[config.mk]
export PLATFORM = sky130hd
export DESIGN_NAME = apb_slave_regbank_flat
export DESIGN_NICKNAME = d
export VERILOG_FILES = /design/src/rtl/apb_slave_pkg.sv /design/src/rtl/apb_slave_regbank_if.sv /design/src/rtl/apb_reg_mem.sv /design/src/rtl/apb_slave_regbank.sv /design/src/flat_wrapper.sv
export SDC_FILE = /design/constraint.sdc
export NUM_CORES = 1
export LEC_CHECK = 0
export BUFFER_PORTS_ARGS = -buffer_cell sky130_fd_sc_hd__clkbuf_2
export CAP_MARGIN = 20
export CORE_AREA = 2 2 205 247
export DETAILED_ROUTE_END_ITERATION = 8
export DIE_AREA = 0 0 207 249
export PLACE_DENSITY = 0.75
export RECOVER_POWER = 25
export SYNTH_ARGS = -nofsm -noshare
export SYNTH_HDL_FRONTEND = slang
export SYNTH_SLANG_ARGS = --single-unit
[constraint.sdc]
create_clock -name PCLK -period 2.2 [get_ports PCLK]
set_input_delay 0.22 -clock PCLK [delete_from_list [all_inputs] [get_ports PCLK]]
set_output_delay 0.22 -clock PCLK [all_outputs]
set_load 0.05 [all_outputs]
[src/rtl/apb_slave_pkg.sv]
// Shared types and helpers for the APB register-bank completer.
package apb_slave_pkg;

  localparam int APB_ADDR_WIDTH = 8;
  localparam int APB_DATA_WIDTH = 32;

  typedef enum logic [1:0] {
    ST_IDLE   = 2'd0,
    ST_WAIT   = 2'd1,
    ST_ACCESS = 2'd2
  } apb_state_e;

  // Lanes with a set strobe take the new byte; others keep the old one.
  function automatic logic [31:0] strb_merge(
    input logic [31:0] old_word,
    input logic [31:0] new_word,
    input logic [3:0]  strb
  );
    logic [31:0] res;
    res = old_word;
    for (int i = 0; i < 4; i++) begin
      if (strb[i]) begin
        res[8*i +: 8] = new_word[8*i +: 8];
      end else begin
        res[8*i +: 8] = old_word[8*i +: 8];
      end
    end
    return res;
  endfunction

endpackage

[src/rtl/apb_slave_regbank_if.sv]
// APB4 bus bundle between a requester and the register-bank completer.
interface apb_slave_regbank_if
  import apb_slave_pkg::*;
#(
  parameter int ADDR_WIDTH = APB_ADDR_WIDTH,
  parameter int DATA_WIDTH = APB_DATA_WIDTH
);
  logic                      PSELx;
  logic                      PENABLE;
  logic                      PWRITE;
  logic [ADDR_WIDTH-1:0]     PADDR;
  logic [DATA_WIDTH-1:0]     PWDATA;
  logic [DATA_WIDTH/8-1:0]   PSTRB;
  logic [DATA_WIDTH-1:0]     PRDATA;
  logic                      PREADY;
  logic                      PSLVERR;

  modport master (
    output PSELx, PENABLE, PWRITE, PADDR, PWDATA, PSTRB,
    input  PRDATA, PREADY, PSLVERR
  );

  modport slave (
    input  PSELx, PENABLE, PWRITE, PADDR, PWDATA, PSTRB,
    output PRDATA, PREADY, PSLVERR
  );
endinterface

[src/rtl/apb_reg_mem.sv]
// Word storage with per-byte write enables, async clear and one combinational read port.
module apb_reg_mem
  import apb_slave_pkg::*;
#(
  parameter int DEPTH      = 16,
  parameter int DATA_WIDTH = 32,
  parameter int AW         = 4
) (
  input  logic                    clk,
  input  logic                    rst_n,
  input  logic                    we,
  input  logic [AW-1:0]           widx,
  input  logic [DATA_WIDTH-1:0]   wdata,
  input  logic [DATA_WIDTH/8-1:0] wstrb,
  input  logic [AW-1:0]           ridx,
  output logic [DATA_WIDTH-1:0]   rdata
);

  logic [DATA_WIDTH-1:0] mem_r [DEPTH];
  logic [DATA_WIDTH-1:0] merged_s;

  // Narrow buses are widened to the helper's 32-bit view and cut back
  always_comb begin
    merged_s = DATA_WIDTH'(strb_merge(32'(mem_r[widx]), 32'(wdata), 4'(wstrb)));
  end

  // Storage update and asynchronous clear
  always_ff @(posedge clk or negedge rst_n) begin
    if (!rst_n) begin
      for (int i = 0; i < DEPTH; i++) begin
        mem_r[i] <= {DATA_WIDTH{1'b0}};
      end
    end else if (we) begin
      mem_r[widx] <= merged_s;
    end
  end

  // Read port, guarded for non-power-of-two depths
  always_comb begin
    if (int'(ridx) < DEPTH) begin
      rdata = mem_r[ridx];
    end else begin
      rdata = {DATA_WIDTH{1'b0}};
    end
  end

endmodule

[src/rtl/apb_slave_regbank.sv]
// APB4 completer: word-addressed register bank with wait states, byte strobes,
// a read-only top region and PSLVERR on bad accesses.
module apb_slave_regbank
  import apb_slave_pkg::*;
#(
  parameter int ADDR_WIDTH  = APB_ADDR_WIDTH,
  parameter int DATA_WIDTH  = APB_DATA_WIDTH,
  parameter int DEPTH       = 16,
  parameter int WAIT_STATES = 0,
  parameter int RO_WORDS    = 0
) (
  input  logic               PCLK,
  input  logic               PRESET,
  apb_slave_regbank_if.slave bus
);

  localparam int STRB_W = DATA_WIDTH / 8;
  localparam int OFF_W  = $clog2(STRB_W);
  localparam int IDX_W  = ADDR_WIDTH - OFF_W;
  localparam int MEM_AW = (DEPTH > 1) ? $clog2(DEPTH) : 1;
  localparam logic [IDX_W:0] DEPTH_C   = (IDX_W+1)'(DEPTH);
  localparam logic [IDX_W:0] RO_BASE_C = (IDX_W+1)'(DEPTH - RO_WORDS);
  localparam logic [3:0]     WAIT_C    = 4'(WAIT_STATES);

  apb_state_e             state_r;
  apb_state_e             next_s;
  logic [3:0]             cnt_r;
  logic [MEM_AW-1:0]      midx_r;
  logic                   write_r;
  logic                   err_r;
  logic                   load_s;
  logic                   enter_access_s;
  logic                   commit_s;
  logic                   misalign_s;
  logic                   err_s;
  logic [IDX_W-1:0]       idx_s;
  logic [DATA_WIDTH-1:0]  rdata_s;
  logic [DATA_WIDTH-1:0]  prdata_r;
  logic                   pready_r;
  logic                   pslverr_r;

  assign idx_s = bus.PADDR[ADDR_WIDTH-1:OFF_W];

  if (OFF_W > 0) begin : g_align
    assign misalign_s = |bus.PADDR[OFF_W-1:0];
  end else begin : g_noalign
    assign misalign_s = 1'b0;
  end

  // Error decode on the setup-phase address and direction
  always_comb begin
    err_s = misalign_s
         || ({1'b0, idx_s} >= DEPTH_C)
         || (bus.PWRITE && ({1'b0, idx_s} >= RO_BASE_C));
  end

  // Next-state logic; dropping PSELx mid-transfer abandons it
  always_comb begin
    next_s = state_r;
    load_s = 1'b0;
    case (state_r)
      ST_IDLE: begin
        if (bus.PSELx && !bus.PENABLE) begin
          next_s = ST_WAIT;
          load_s = 1'b1;
        end else begin
          next_s = ST_IDLE;
        end
      end
      ST_WAIT: begin
        if (!bus.PSELx) begin
          next_s = ST_IDLE;
        end else if (cnt_r == 4'd0) begin
          next_s = ST_ACCESS;
        end else begin
          next_s = ST_WAIT;
        end
      end
      ST_ACCESS: next_s = ST_IDLE;
      default:   next_s = ST_IDLE;
    endcase
  end

  // Write commits at the completing edge only if still selected and legal
  always_comb begin
    enter_access_s = (state_r == ST_WAIT) && (next_s == ST_ACCESS);
    if ((state_r == ST_ACCESS) && bus.PSELx && write_r && !err_r) begin
      commit_s = 1'b1;
    end else begin
      commit_s = 1'b0;
    end
  end

  // State register, wait counter and latched transfer attributes
  always_ff @(posedge PCLK or negedge PRESET) begin
    if (!PRESET) begin
      state_r <= ST_IDLE;
      cnt_r   <= 4'd0;
      midx_r  <= {MEM_AW{1'b0}};
      write_r <= 1'b0;
      err_r   <= 1'b0;
    end else begin
      state_r <= next_s;
      if (load_s) begin
        cnt_r   <= WAIT_C;
        midx_r  <= idx_s[MEM_AW-1:0];
        write_r <= bus.PWRITE;
        err_r   <= err_s;
      end else if ((state_r == ST_WAIT) && (cnt_r != 4'd0)) begin
        cnt_r <= cnt_r - 4'd1;
      end
    end
  end

  // Response registers, valid only during the single ACCESS cycle
  always_ff @(posedge PCLK or negedge PRESET) begin
    if (!PRESET) begin
      pready_r  <= 1'b0;
      pslverr_r <= 1'b0;
      prdata_r  <= {DATA_WIDTH{1'b0}};
    end else begin
      pready_r  <= enter_access_s;
      pslverr_r <= enter_access_s && err_r;
      if (enter_access_s && !err_r && !write_r) begin
        prdata_r <= rdata_s;
      end else begin
        prdata_r <= {DATA_WIDTH{1'b0}};
      end
    end
  end

  apb_reg_mem #(
    .DEPTH      (DEPTH),
    .DATA_WIDTH (DATA_WIDTH),
    .AW         (MEM_AW)
  ) u_mem (
    .clk   (PCLK),
    .rst_n (PRESET),
    .we    (commit_s),
    .widx  (midx_r),
    .wdata (bus.PWDATA),
    .wstrb (bus.PSTRB),
    .ridx  (midx_r),
    .rdata (rdata_s)
  );

  assign bus.PRDATA  = prdata_r;
  assign bus.PREADY  = pready_r;
  assign bus.PSLVERR = pslverr_r;

endmodule

[src/flat_wrapper.sv]
// flat-port wrapper written by rule: the top's interface ports become plain ports
module apb_slave_regbank_flat import apb_slave_pkg::*;
#(
  parameter int ADDR_WIDTH  = APB_ADDR_WIDTH,
  parameter int DATA_WIDTH  = APB_DATA_WIDTH,
  parameter int DEPTH       = 16,
  parameter int WAIT_STATES = 0,
  parameter int RO_WORDS    = 0
)
  (PCLK, PRESET, bus_PSELx, bus_PENABLE, bus_PWRITE, bus_PADDR, bus_PWDATA, bus_PSTRB, bus_PRDATA, bus_PREADY, bus_PSLVERR);
  apb_slave_regbank_if #(.ADDR_WIDTH(ADDR_WIDTH), .DATA_WIDTH(DATA_WIDTH)) bus_i ();
  input  logic PCLK;
  input  logic PRESET;
  input wire logic [$bits(bus_i.PSELx)-1:0] bus_PSELx;
  input wire logic [$bits(bus_i.PENABLE)-1:0] bus_PENABLE;
  input wire logic [$bits(bus_i.PWRITE)-1:0] bus_PWRITE;
  input wire logic [$bits(bus_i.PADDR)-1:0] bus_PADDR;
  input wire logic [$bits(bus_i.PWDATA)-1:0] bus_PWDATA;
  input wire logic [$bits(bus_i.PSTRB)-1:0] bus_PSTRB;
  output wire logic [$bits(bus_i.PRDATA)-1:0] bus_PRDATA;
  output wire logic [$bits(bus_i.PREADY)-1:0] bus_PREADY;
  output wire logic [$bits(bus_i.PSLVERR)-1:0] bus_PSLVERR;
  assign bus_i.PSELx = bus_PSELx;
  assign bus_i.PENABLE = bus_PENABLE;
  assign bus_i.PWRITE = bus_PWRITE;
  assign bus_i.PADDR = bus_PADDR;
  assign bus_i.PWDATA = bus_PWDATA;
  assign bus_i.PSTRB = bus_PSTRB;
  assign bus_PRDATA = bus_i.PRDATA;
  assign bus_PREADY = bus_i.PREADY;
  assign bus_PSLVERR = bus_i.PSLVERR;
  apb_slave_regbank #(.ADDR_WIDTH(ADDR_WIDTH), .DATA_WIDTH(DATA_WIDTH), .DEPTH(DEPTH), .WAIT_STATES(WAIT_STATES), .RO_WORDS(RO_WORDS)) u_core (.PCLK(PCLK), .PRESET(PRESET), .bus(bus_i));
endmodule
==> metrics, run 1 <==
status finished clean; Hold Startpoint bus_PWDATA[5]; Mapped Avg Cell Area 12.3 um^2; drt pass-1 iters 8; reg2reg end u_core.u_mem.mem_r[87]; deepest clock path buffer count 3; crit-path cells buf_12, buf_12, mux2i_1, a22oi_1, a32oi_4, a31oi_1; critical path peak fanout 17; IR drop worst, VDD 665 uV; post-route ant nets 0; Final setup viols 0; minimum clock period 2.13 ns; # fillers 3653; hold endpoint u_core.u_mem.mem_r[293]; via count 19900; Multi-input gate area 12000 um^2; Buf/Inv on CP 2; CP delay by family, top compound AO/OA/AOI/OAI gates; nets 2321; endpoints failing hold 0; Hold Path Stages 3; chip width 207 um; Net Count, Synth 2233; gr ovfl total 0; r2r worst-path depth 6; Setup crit start kind flip-flop; WP data required 2.69 ns; clock-pin slew on the worst setup and hold paths 0.07 ns; global-route wire length before repair 113000 um; largest net degree at the start of global routing 73; Final Util 62.7%; internal reg-to-reg setup slack 0.07 ns; Critical Path AT 2.63 ns; Initial Util 54.8%; Synth top area share 52.0%; sequential cell area 14000 um^2; drt wl/cell 24.8 um; IO Count 83; hpwl dp 44900 um; Port Buffers 82; Num CTS Buffers 53; aggregate routed wire length 73100 um; Via density 6.73; Root Driver clkbuf_16; final period utilization 97.0%; initial antenna violation count 1; Synth Register Bits 558; Post-synth EDFFs 0; top_reg_cell synth dfrtp_1; leading area contributor after synthesis dfrtp_1; Total Die Area 51500 um^2; yosys synthesis warning count 0; Power per Cell Area 904 nW/um^2; total negative slack 0 ns; layout cells sized above 1 31.4%; worst hold-check path type in -> reg; CP max stage delay 0.58 ns; CTS Sinks 558; initial drt markers 1998; post-synth cell types 43; Leakage 14.2 nW; htree depth 2; Post-Syn Area 26800 um^2; n_diodes 0; Clock Skew 0.0209 ns; Die Height 249 um; ys async rst share 100%; CTS tree built; Mapped Cells 2183; # DRC 0; Max Slew Vio Count 0; Fmax achieved 469 MHz; Setup crit end kind flip-flop; Slowest cell on crit path dfrtp_4; FP Rows 89; cell mode on critical path buf_12; number of global-route vias before repair 20100; Slew @ Worst Pin 1.22 ns; area grow syn2layout 14.5%; Slew HR 18.6%; GPL Wtd Cong 0.843; register area share after synthesis 52.0%; insertion delay to the later sink of the worst-skew pair 0.60 ns; Total GRT Usage 27.5%; max cap viols 0; Worst R2R Start u_core.midx_r[1]; top post-synthesis cells by area dfrtp_1 52%, mux2_2 11%, mux2i_1 9.5%; core area 49000 um^2; worst hold slack 0.0358 ns; critical path class reg -> reg
registers in the layout (all words and copies together), names as in the netlist:
register / cells
u_core.cnt_r: 4
u_core.state_r: 2
u_core.bus.PREADY: 1
u_core.err_r: 1
u_core.bus.PSLVERR: 1
u_core.write_r: 1
u_core.u_mem.mem_r: 512
u_core.bus.PRDATA: 32
u_core.midx_r: 4
placed cells by master (no fill, tap or decap), drive strengths merged, types with 12 or more instances in the layout:
cell | synthesis | final
a22oi | 124 | 124
dfrtp | 558 | 558
nand3 | 97 | 97
mux2i | 256 | 256
a21oi | 289 | 289
and2 | 14 | 14
a32o | 28 | 28
dlygate4sd3 | 0 | 12
buf | 129 | 121
a31oi | 256 | 256
nor2 | 12 | 12
clkbuf | 66 | 181
a32oi | 28 | 28
nand2 | 29 | 29
mux2 | 256 | 256
cells in the mapped netlist (2+ instances only):
cell and number:
buf_2 80, a21oi_1 289, nor3_1 4, and2_0 4, inv_1 4, nor2_1 7, dfrtp_1 558, buf_12 8
a41o_2 3, buf_6 13, clkbuf_1 65, buf_8 4, nand4_1 4, nand3_2 32, a32o_2 24, mux2i_1 256
buf_1 18, a22oi_2 56, a32oi_2 28, a22oi_1 68, and2_1 10, o21ai_0 5, nand3_1 65, a31oi_1 256
a32o_1 4, buf_4 6, mux2_2 256, nor2b_1 3, nor4_4 3, nor2_2 5, nand2_1 29, a41oi_2 4
xor2_1 2
worst min-delay path, cell delays in order:
cell and delay (ns):
clkbuf_2 0.13, a32oi_4 0.11, a31oi_1 0.14
through the flow:
step,cell area [um^2],instances,power [mW],worst slack [ns]
after floorplan,26800,2183,15.6,0.418
after global placement,28500,2836,17.6,0.109
after detailed placement,28500,2836,17.8,0.0565
after CTS,30500,2947,27.5,0.00513
after global routing,30700,2952,28.8,-0.00941
final,30700,2952,27.8,0.0669
final cells by class:
cell class	count	share of cell area (%)
sequential	558	45.5
multi-input combinational	1425	39.0
timing repair buffer	228	6.85
clock buffer	86	5.28
tap	637	2.59
clock inverter	13	0.786
inverter	5	0.0611
power breakdown:
group	leakage [nW]	internal [mW]	switching, mW
registers	7.78	10.6	0.249
clock network	0.914	5.75	3.99
logic	5.48	2.58	4.65
worst max path at each step:
stage	start	endpoint	slack, ns	cells past startpoint
after floorplan	u_core.midx_r[0]	u_core.u_mem.mem_r[395]	0.42	6
after global placement	u_core.midx_r[1]	u_core.u_mem.mem_r[90]	0.11	6
after detailed placement	u_core.midx_r[1]	u_core.u_mem.mem_r[21]	0.06	6
after CTS	u_core.midx_r[1]	u_core.u_mem.mem_r[81]	0.005	6
after global routing	u_core.midx_r[1]	u_core.u_mem.mem_r[40]	-0.009	6
final	u_core.midx_r[1]	u_core.u_mem.mem_r[87]	0.07	6
cell families (layout without fill, tap and decap cells):
logic type               count (synthesis)  in the layout  synth area share (%)
multiplexers                           512            512                  20.3
AO/OA/AOI/OAI                          738            738                  19.2
adder cells (fa/ha/maj)                  1              1                0.0466
flip-flops                             558            558                  52.0
AND/OR/NAND/NOR                        172            172                  4.07
XOR/XNOR                                 2              2                0.0653
buffers and inverters                  200            332                  4.28
what timing repair did:
action | 4_1_cts | 5_1_grt
gates resized for setup | 1 | 24
setup buffers | 0 | 2
pin swaps | 0 | 2
endpoints found under the hold margin | 53 | 0
cloned | 0 | 3
hold buffers | 12 | 0
endpoints found under the setup margin | 1 | 145
layer usage:
layer  GRT usage, %  share of wire (%)  vias up
met1           36.0                 41    10100
li1               -                  -     8583
met3           5.31                7.2      220
met2           44.5                 48      929
met5              0              0.012        -
met4           12.1                4.1        2
Note: power is estimated with default switching activity, not from simulation.
==> inputs of run 2 (changes only) <==
- SETUP_SLACK_MARGIN: not set -> 0.4
==> metrics, run 2 (synthesized netlist as in run 1, its figures left out) <==
sequential cell area 14000 um^2; Multi-input gate area 12900 um^2; Port Buffers 82; Num CTS Buffers 53; Largest register FFs 512; n_diodes 0; gr ovfl total 0; Setup crit start kind flip-flop; Power per Cell Area 896 nW/um^2; Total Die Area 51500 um^2; global-route wire length before repair 117000 um; insertion delay to the later sink of the worst-skew pair 0.61 ns; chip width 207 um; internal reg-to-reg setup slack 0.05 ns; drt pass-1 iters 5; Critical Path AT 2.68 ns; endpoints failing hold 0; core area 49000 um^2; status finished clean; layout cells sized above 1 37.9%; # DRC 0; drt wl/cell 26.2 um; clock-pin slew on the worst setup and hold paths 0.07 ns; IR drop worst, VDD 696 uV; Slew @ Worst Pin 1.21 ns; aggregate routed wire length 78700 um; htree depth 2; Total GRT Usage 28.6%; Setup crit end kind flip-flop; CP max stage delay 0.52 ns; Root Driver clkbuf_16; critical path class reg -> reg; crit-path cells buf_12, buf_16, mux2i_1, a22oi_1, a32o_2, mux2_2; Final setup viols 0; final total power 29.2 mW; worst hold-check path type in -> reg; commonest cells after routing, fill and taps aside 554 x dfrtp_1, 285 x a21oi_1, 251 x mux2_2; IO Count 83; largest net degree at the start of global routing 73; Slowest cell on crit path a22oi_1; Die Height 249 um; post-route ant nets 0; CTS tree built; Largest Register u_core.u_mem.mem_r; WP data required 2.73 ns; hpwl dp 44900 um; nets 2370; non-filler instance count after layout 3001; deepest clock path buffer count 3; number of global-route vias before repair 20600; max cap viols 0; worst hold slack 0.0348 ns; critical path peak fanout 10; Leakage 14.7 nW; RSZ-0062 raised after global routing true; FP Rows 89; Max Slew Vio Count 0; Via density 6.84; total negative slack 0 ns; area grow syn2layout 21.4%; minimum clock period 2.15 ns; Initial Util 54.8%; placed insts 2836; most common cell after layout, fill and taps aside dfrtp_1; final period utilization 97.8%; # fillers 3325; CTS Sinks 558; Fmax achieved 465 MHz; Clock Skew 0.0274 ns; Slew HR 19.3%; via count 20500; initial drt markers 2130; GPL Wtd Cong 0.843; initial antenna violation count 0
==> run 2: final timing paths <==
check / cells after the start / end / startpoint
max reg2reg: 6 / u_core.u_mem.mem_r[390] / u_core.midx_r[1]
min: 3 / u_core.u_mem.mem_r[293] / bus_PWDATA[5]
min reg2reg: 1 / u_core.u_mem.mem_r[227] / u_core.u_mem.mem_r[227]
max: 6 / u_core.u_mem.mem_r[390] / u_core.midx_r[1]
max in group asynchronous: 3 / u_core.u_mem.mem_r[315] / PRESET
min in group asynchronous: 2 / u_core.bus.PRDATA[6] / PRESET
==> run 2: layout make-up <==
type | count | share of cell area [%]
tap | 637 | 2.45
timing repair buffer | 277 | 9.29
multi-input combinational | 1425 | 39.6
clock buffer | 86 | 4.98
inverter | 5 | 0.0576
sequential | 558 | 42.9
clock inverter | 13 | 0.741
==> run 2: routing by layer <==
| metal | vias to the layer above | track usage (%) | routed length (um) |
|---|---|---|---|
| li1 | 8708 | - | - |
| met2 | 945 | 47.2 | 38300 |
| met4 | 0 | 12.3 | 3470 |
| met3 | 245 | 4.17 | 5610 |
| met5 | - | 0 | 0 |
| met1 | 10600 | 37.9 | 31300 |
==> run 2: metrics by stage <==
| step | area, um^2 | utilization [%] | setup slack [ns] |
|---|---|---|---|
| after floorplan | 26800 | - | 0.418 |
| after global placement | 28500 | 58.2 | 0.109 |
| after detailed placement | 28500 | 58.2 | 0.0565 |
| after CTS | 31500 | 64.3 | 0.162 |
| after global routing | 32600 | 66.5 | 0.0285 |
| final | 32600 | 66.5 | 0.0490 |
==> run 2: timing repair <==
action / 4_1_cts / 5_1_grt
hold buffers: 9 / 0
pin swaps: 71 / 55
cloned: 7 / 12
setup buffers: 21 / 17
setup endpoints to repair: 544 / 544
hold endpoints to repair: 53 / 0
gates resized for setup: 112 / 117
==> run 2: critical path, delay by kind of cell (launching register included) <==
| kind | cells | cell delay, ns |
|---|---|---|
| AOI/OAI and AO/OA | 2 | 0.94 |
| buffers and inverters | 2 | 0.31 |
| muxes | 2 | 0.31 |
| DFF | 1 | 0.51 |
==> run 2: where the power goes <==
group          internal [mW]  switching, mW
logic                   3.34           5.26
registers               10.6          0.240
clock network           5.75           4.03
total                   19.7           9.53
